**src/rtl/fetch_sequencer.sv**
```systemverilog
// Instruction fetch front-end: PC, req/ack program-memory fetch and prefetch FIFO feeding the IR.
// Define FETCH_PERF_EN to add the empty_cycles performance counter output.
module fetch_sequencer #(
   parameter int ADDR_W = 8,
   parameter int DEPTH = 2,
   parameter logic [ADDR_W-1:0] RESET_PC = '0
) (
   input  logic              clk,
   input  logic              reset,
   output logic              mem_req,
   output logic [ADDR_W-1:0] mem_addr,
   input  logic              mem_ack,
   input  logic [7:0]        mem_data,
   output logic              instr_valid,
   output logic [7:0]        instruction,
   output logic [ADDR_W-1:0] instr_pc,
   input  logic              LoadIR,
   input  logic              jump,
   input  logic [ADDR_W-1:0] jump_addr,
   output logic [ADDR_W-1:0] pc
`ifdef FETCH_PERF_EN
   ,
   output logic [15:0]       empty_cycles
`endif
);

   localparam int PTR_W = (DEPTH > 1) ? $clog2(DEPTH) : 1;
   localparam int CNT_W = PTR_W + 1;
   localparam logic [CNT_W-1:0] FULL = CNT_W'(DEPTH);

   typedef enum logic [1:0] {
      IDLE,
      FETCH,
      DISCARD
   } fetchState_t;

   fetchState_t state, stateNext;

   logic [ADDR_W-1:0] pcReg, pcNext;
   logic [ADDR_W-1:0] addrReg, addrNext;
   logic [CNT_W-1:0]  count, nextCount;
   logic [PTR_W-1:0]  rdPtr, wrPtr;
   logic [7:0]        dataMem [DEPTH];
   logic [ADDR_W-1:0] addrMem [DEPTH];
   logic              push, pop, flush;

   assign instr_valid = (count != '0);
   assign instruction = instr_valid ? dataMem[rdPtr] : '0;
   assign instr_pc    = instr_valid ? addrMem[rdPtr] : '0;
   assign mem_req     = (state == FETCH) || (state == DISCARD);
   assign mem_addr    = addrReg;
   assign pc          = pcReg;

   // A jump overrides everything, so a pop in the jump cycle is suppressed.
   assign pop = LoadIR && instr_valid && !jump;

   always_comb begin
      stateNext = state;
      pcNext    = pcReg;
      addrNext  = addrReg;
      push      = 1'b0;
      flush     = 1'b0;
      nextCount = count + CNT_W'(1) - CNT_W'(pop);
      unique case (state)
         IDLE: begin
            if (jump) begin
               flush     = 1'b1;
               pcNext    = jump_addr;
               addrNext  = jump_addr;
               stateNext = FETCH;
            end else if (count < FULL) begin
               addrNext  = pcReg;
               stateNext = FETCH;
            end
         end
         FETCH: begin
            if (jump) begin
               flush  = 1'b1;
               pcNext = jump_addr;
               // Without an ack the old request must stay on the bus until it completes.
               if (mem_ack) begin
                  addrNext = jump_addr;
               end else begin
                  stateNext = DISCARD;
               end
            end else if (mem_ack) begin
               push   = 1'b1;
               pcNext = pcReg + ADDR_W'(1);
               if (nextCount < FULL) begin
                  addrNext = pcReg + ADDR_W'(1);
               end else begin
                  stateNext = IDLE;
               end
            end
         end
         DISCARD: begin
            if (jump) begin
               flush  = 1'b1;
               pcNext = jump_addr;
            end else if (mem_ack) begin
               addrNext  = pcReg;
               stateNext = FETCH;
            end
         end
         default: begin
            stateNext = IDLE;
         end
      endcase
   end

   always_ff @(posedge clk) begin
      if (!reset) begin
         state   <= IDLE;
         pcReg   <= RESET_PC;
         addrReg <= '0;
         count   <= '0;
         rdPtr   <= '0;
         wrPtr   <= '0;
      end else begin
         state   <= stateNext;
         pcReg   <= pcNext;
         addrReg <= addrNext;
         if (flush) begin
            count <= '0;
            rdPtr <= '0;
            wrPtr <= '0;
         end else begin
            count <= count + CNT_W'(push) - CNT_W'(pop);
            if (push) begin
               wrPtr <= wrPtr + PTR_W'(1);
            end
            if (pop) begin
               rdPtr <= rdPtr + PTR_W'(1);
            end
         end
      end
   end

   // Storage needs no reset; the count alone decides what is visible.
   always_ff @(posedge clk) begin
      if (push) begin
         dataMem[wrPtr] <= mem_data;
         addrMem[wrPtr] <= addrReg;
      end
   end

`ifdef FETCH_PERF_EN
   always_ff @(posedge clk) begin
      if (!reset) begin
         empty_cycles <= '0;
      end else if (!instr_valid && (empty_cycles != 16'hFFFF)) begin
         empty_cycles <= empty_cycles + 16'd1;
      end
   end
`endif

endmodule

```
**config.mk**
```make
export PLATFORM = sky130hd
export DESIGN_NAME = fetch_sequencer
export DESIGN_NICKNAME = d
export VERILOG_FILES = /design/src/rtl/fetch_sequencer.sv
export SDC_FILE = /design/constraint.sdc
export NUM_CORES = 1
export LEC_CHECK = 0
export ABC_AREA = 1
export CAP_MARGIN = 20
export CORE_ASPECT_RATIO = 1.25
export CORE_MARGIN = 2
export CORE_UTILIZATION = 45
export DETAILED_ROUTE_END_ITERATION = 8
export DONT_BUFFER_PORTS = 1
export GPL_ROUTABILITY_DRIVEN = 0
export PLACE_DENSITY_LB_ADDON = 0.08
export SKIP_CTS_REPAIR_TIMING = 1
export SLEW_MARGIN = 25
export SYNTH_ARGS = -nofsm -noshare
export SYNTH_HDL_FRONTEND = slang
export SYNTH_SLANG_ARGS = --single-unit
```
**constraint.sdc**
```tcl
create_clock -name clk -period 3.35 [get_ports clk]
set_input_delay 0.8375 -clock clk [delete_from_list [all_inputs] [get_ports clk]]
set_output_delay 0.8375 -clock clk [all_outputs]
set_load 0.005 [all_outputs]
```
---- Word level (Yosys, flattened, before mapping) ----
Memory sizes are Yosys's and may differ from the RTL's. A register that Yosys moved wholly into a read port is not among the register bits.
Index checks and enable logic that the tools add are counted.
storage, ports and cells
  register bits after elaboration ......... 22
  memory bits (writable) .................. 32
  input port bits ......................... 21
  output and inout port bits .............. 34
  word-level logic and storage cells ...... 78
  memories ................................ 2
cells by class
  $add $sub $neg .......................... 7
  $lt $le $gt $ge ......................... 2
  eq/ne operators ......................... 11
  muxes and demuxes ....................... 35
  bitwise gates (word level) .............. 1
  reductions and logical operators ........ 14
memories
  memory   words  width  read ports  clocked after Yosys merged registers in  write ports  RTL line  source
  addrMem  2      8      1           1                                        1            44        logic [ADDR_W-1:0] addrMem [DEPTH];
  dataMem  2      8      1           1                                        1            43        logic [7:0] dataMem [DEPTH];
operators with widths
  kind                                                                      number
  8-bit two-way mux                                                         13
  8-bit one-hot mux with 3 select lines                                     1
  2-bit two-way mux                                                         8
  8-bit one-hot mux with 2 select lines                                     1
  3-bit inequality test (second input constant)                             4
  6-bit AND reduction                                                       2
  1-bit two-way mux                                                         11
  8-bit by 1-bit adder with 8-bit output (second input constant)            1
  2-bit inequality test (second input constant)                             3
  2-bit one-hot mux with 3 select lines                                     1
  2-bit < comparator (second input constant)                                2
  2-bit nonzero test                                                        2
  2-bit OR reduction                                                        2
  2-bit by 1-bit subtractor with 2-bit output                               2
  3-bit by 2-bit inequality test with 1-bit output (second input constant)  1
  3-bit AND reduction                                                       1
  3-bit nonzero test                                                        1
  3-bit OR reduction                                                        1
  1-bit adder (second input constant)                                       2
  2-bit by 1-bit adder with 2-bit output                                    1
  2-bit by 1-bit adder with 2-bit output (second input constant)            1
  2-bit by 1-bit equality test with 1-bit output (second input constant)    1
  2-bit equality test (second input constant)                               1
  1-bit logical AND                                                         2
  other kinds (5)                                                           5

---- Depth between registers and ports, before layout ----
  depth after elaboration ................. 9
  gate-level depth with buffers ........... 12
  gate-level depth less buffers ........... 11

---- Worst setup path after synthesis ----
No wires, ideal clock.
  path kind ............................... input to register
  from .................................... input port jump
  to ...................................... memory addrMem[1][0], enable pin
  library setup time ...................... 0.390 ns
  arrival time ............................ 1.981 ns
  data required time ...................... 2.960 ns
  path slack .............................. 0.979 ns
  stages .................................. 4
  buffers on the path ..................... 1
  cells stage by stage .................... buf_6 > nor2_1 > nand2_1 > nor2_1
on the way
  word-level cells in the longest chain between the ends .. 4
RTL lines
  what                                     RTL line  source
  start, declared                          18        input logic jump,
  1-bit two-way mux                        77        if (jump) begin
  1-bit two-way mux                        64        unique case (state)
  1-bit two-way mux                        141       if (push) begin
  1-bit two-way mux (not written as such)  143       addrMem[wrPtr] <= addrReg;
  end, declared                            44
No other way between the ends.

==> results.json <==
{
  "reg2reg_to": "count[1]$_SDFF_PP0_",
  "num_antenna_cells": 0,
  "clk_latency_ns": 0.30,
  "ys_types": 31,
  "first_pass_iters": 4,
  "vdd.ir_drop.worst_mv": 0.329,
  "htreeDepth": 2,
  "timing.final.crit_share_pct": 74.9,
  "r2r-start": "state[0]$_SDFFE_PN0P_",
  "period_minus_slack_ns": 2.51,
  "drt_iter0_markers": 75,
  "fin_tns_setup_ns": 0,
  "wl_um": 5760,
  "drv_slew": 0,
  "yosysWarnings": 0,
  "crit_path_start_kind": "flip-flop",
  "initial_core_util_pct": 46.0,
  "finClkSkew_ns": 0.00964,
  "grt_max_degree": 20,
  "numClockSinks": 55,
  "antenna_found_initial": 0,
  "gr-total-overflow": 0,
  "crit_buf_inv": 1,
  "core_sq_um": 6090,
  "rows": 32,
  "critPathMaxStageDelay_ns": 0.70,
  "layout-drive-gt1-share_pct": 10.4,
  "globalRouteTotalUtil_pct": 17.5,
  "setup_viol": 0,
  "route.detailed.drc": 0,
  "cts_tree": "done",
  "yosysSeqAreaShare_pct": 50.7,
  "ys_seq_elements": 55,
  "ant_nets": 0,
  "fp.dieH_um": 92.2,
  "worst-path-stages": 3,
  "die_w_um": 74.6,
  "rrSetupSlack_ns": 1.07,
  "crit_family": "flip-flops",
  "numCtsBuffers": 5,
  "drt-vias-per-instance": 4.99,
  "cts_buffer_depth": 2,
  "fin_nets": 365,
  "p_leak_nw": 1.13,
  "rsz0062_at_grt": "false",
  "worstPathMaxFanout": 17,
  "cp_cell_sequence": "inv_1 > nand2_1 > a21oi_1",
  "hold_viol_final": 0,
  "finalPower_mw": 2.00,
  "post_drt_wl_per_cell_um": 13.7,
  "dp_hpwl_um": 4110,
  "grt_pass1_wl_um": 9500,
  "slew_headroom_pct": 47.6,
  "cp.required_ns": 2.51,
  "cp-endpoint": "instruction[1]",
  "p_per_area_nw_per_um2": 680,
  "synth_area_sq_um": 2800,
  "end_kind": "output pin",
  "io_buffers": 0,
  "worst-setup-path-type": "flip-flop to output pin",
  "cts-root-buf": "clkbuf_8",
  "syn2layout_area_growth_pct": 5.09,
  "clk_pin_slew_ns": 0.10,
  "die_area_sq_um": 6880,
  "status": "completed",
  "fmax_ghz": 0.398,
  "crit_arrival_ns": 1.67,
  "r2r_cells": 9,
  "worstMarginPinSlew_ns": 0.785,
  "grt_pass1_vias": 2043,
  "vias": 2106,
  "postSynthCellCount": 338,
  "ios": 55,
  "avgSynthCellArea_sq_um": 8.29,
  "hp-class": "flip-flop to flip-flop",
  "syn_nets": 367,
  "maxCapViolCount": 0,
  "slowest_stage": "dfxtp_1"
}
-- per-layer routing --
layer / GRT usage (%) / part of all wire, %
met5: 0 / 0
met4: 4.91 / 0.57
met3: 5.05 / 6.7
met2: 29.6 / 48
met1: 21.1 / 44
-- cell type report --
class / instances / area (sq um)
fillers: 607 / 3140
flip-flops and latches: 55 / 1420
multi-input cells: 247 / 1210
well taps: 85 / 106
inverters: 25 / 98.8
clock buffers: 5 / 68.8
clock inverters: 3 / 22.5
repair buffers: 2 / 15.0
-- worst register-to-register path, stage by stage, from the launching register on --
cell,delay [ns]
dfxtp_1,0.46
ha_1,0.45
inv_2,0.09
nor2_1,0.17
nand2_1,0.14
ha_1,0.30
inv_1,0.04
ha_1,0.18
or2_2,0.29
a21oi_1,0.11
-- cells in the final DEF (no fill, tap or decap) --
| cell | count |
|---|---|
| buf_4 | 2 |
| ha_1 | 8 |
| o21bai_1 | 1 |
| a21oi_2 | 5 |
| nand3_1 | 19 |
| a22oi_1 | 2 |
| dfxtp_1 | 23 |
| clkinv_4 | 1 |
| edfxtp_1 | 32 |
| or2_2 | 3 |
| o21ai_2 | 1 |
| clkbuf_8 | 5 |
| nand2_4 | 1 |
| clkinv_1 | 1 |
| inv_1 | 21 |
| inv_6 | 2 |
| o21ai_1 | 2 |
| nand4_1 | 2 |
| inv_2 | 2 |
| clkinv_2 | 1 |
| nand2_2 | 5 |
| nand3_2 | 1 |
| nor2_2 | 6 |
| nor3_1 | 3 |
| nor3b_1 | 2 |
| nand2_1 | 97 |
| nor2_1 | 28 |
| or2_1 | 1 |
| a21oi_1 | 47 |
| xnor2_1 | 1 |
| o21ai_0 | 12 |
-- how the worst min path moves through the flow --
stage | cells past startpoint | endpoint | slack (ns) | startpoint
2_1_floorplan | 2 | flip-flop | 0.46 | rdPtr$_SDFFE_PP0P_
3_3_place_gp | 2 | rdPtr$_SDFFE_PP0P_ | 0.47 | rdPtr$_SDFFE_PP0P_
3_5_place_dp | 2 | flip-flop | 0.48 | rdPtr$_SDFFE_PP0P_
4_1_cts | 2 | flip-flop | 0.50 | rdPtr$_SDFFE_PP0P_
5_1_grt | 2 | rdPtr$_SDFFE_PP0P_ | 0.54 | rdPtr$_SDFFE_PP0P_
6_report | 2 | rdPtr$_SDFFE_PP0P_ | 0.49 | rdPtr$_SDFFE_PP0P_
-- report_power, final --
group | total (mW) | internal (mW) | switching (mW)
combinational | 0.644 | 0.227 | 0.417
clock | 0.368 | 0.150 | 0.217
sequential | 0.990 | 0.851 | 0.139
total | 2.00 | 1.23 | 0.773
-- sequential cells by signal, summed over array words and instances, names as in the netlist, named ones only --
name	count
addrMem	16
count	2
rdPtr	1
pc	8
dataMem	16
wrPtr	1
state	2
mem_addr	8
-- stage by stage --
stage                     setup WS (ns)  area, sq um  instances  hold WS (ns)  utilization (%)
after floorplan                   0.979         2800        338         0.461                -
after global placement             1.15         2850        414         0.471             46.9
after detailed placement           1.08         2850        414         0.479             46.9
after CTS                         0.780         2940        422         0.496             48.4
after global routing              0.634         2940        422         0.539             48.4
final                             0.840         2940        422         0.493             48.4
-- logic make-up (layout without fill, tap and decap cells) --
kind of cell             Yosys count  after routing  share of synthesized area [%]
AND/OR/NAND/NOR                  168            168                           25.8
adder cells (fa/ha/maj)            8              8                           3.57
XOR/XNOR                           1              1                          0.313
AO/OA/AOI/OAI                     70             70                           13.6
flip-flops                        55             55                           50.7
buffers and inverters             36             35                           6.03
-- cell usage after synthesis (all sizes together) --
cell type / instances / area (sq um)
a21oi: 52 / 279
a22oi: 2 / 15.0
buf: 7 / 55.1
clkbuf: 4 / 15.0
clkinv: 1 / 3.75
dfxtp: 23 / 460
edfxtp: 32 / 961
ha: 8 / 100
inv: 24 / 95.1
nand2: 103 / 407
nand3: 20 / 105
nand4: 2 / 12.5
nor2: 34 / 143
nor3: 3 / 15.0
nor3b: 2 / 15.0
o21ai: 15 / 78.8
o21bai: 1 / 7.51
or2: 4 / 25.0
xnor2: 1 / 8.76
(Power assumes the default switching activity.)
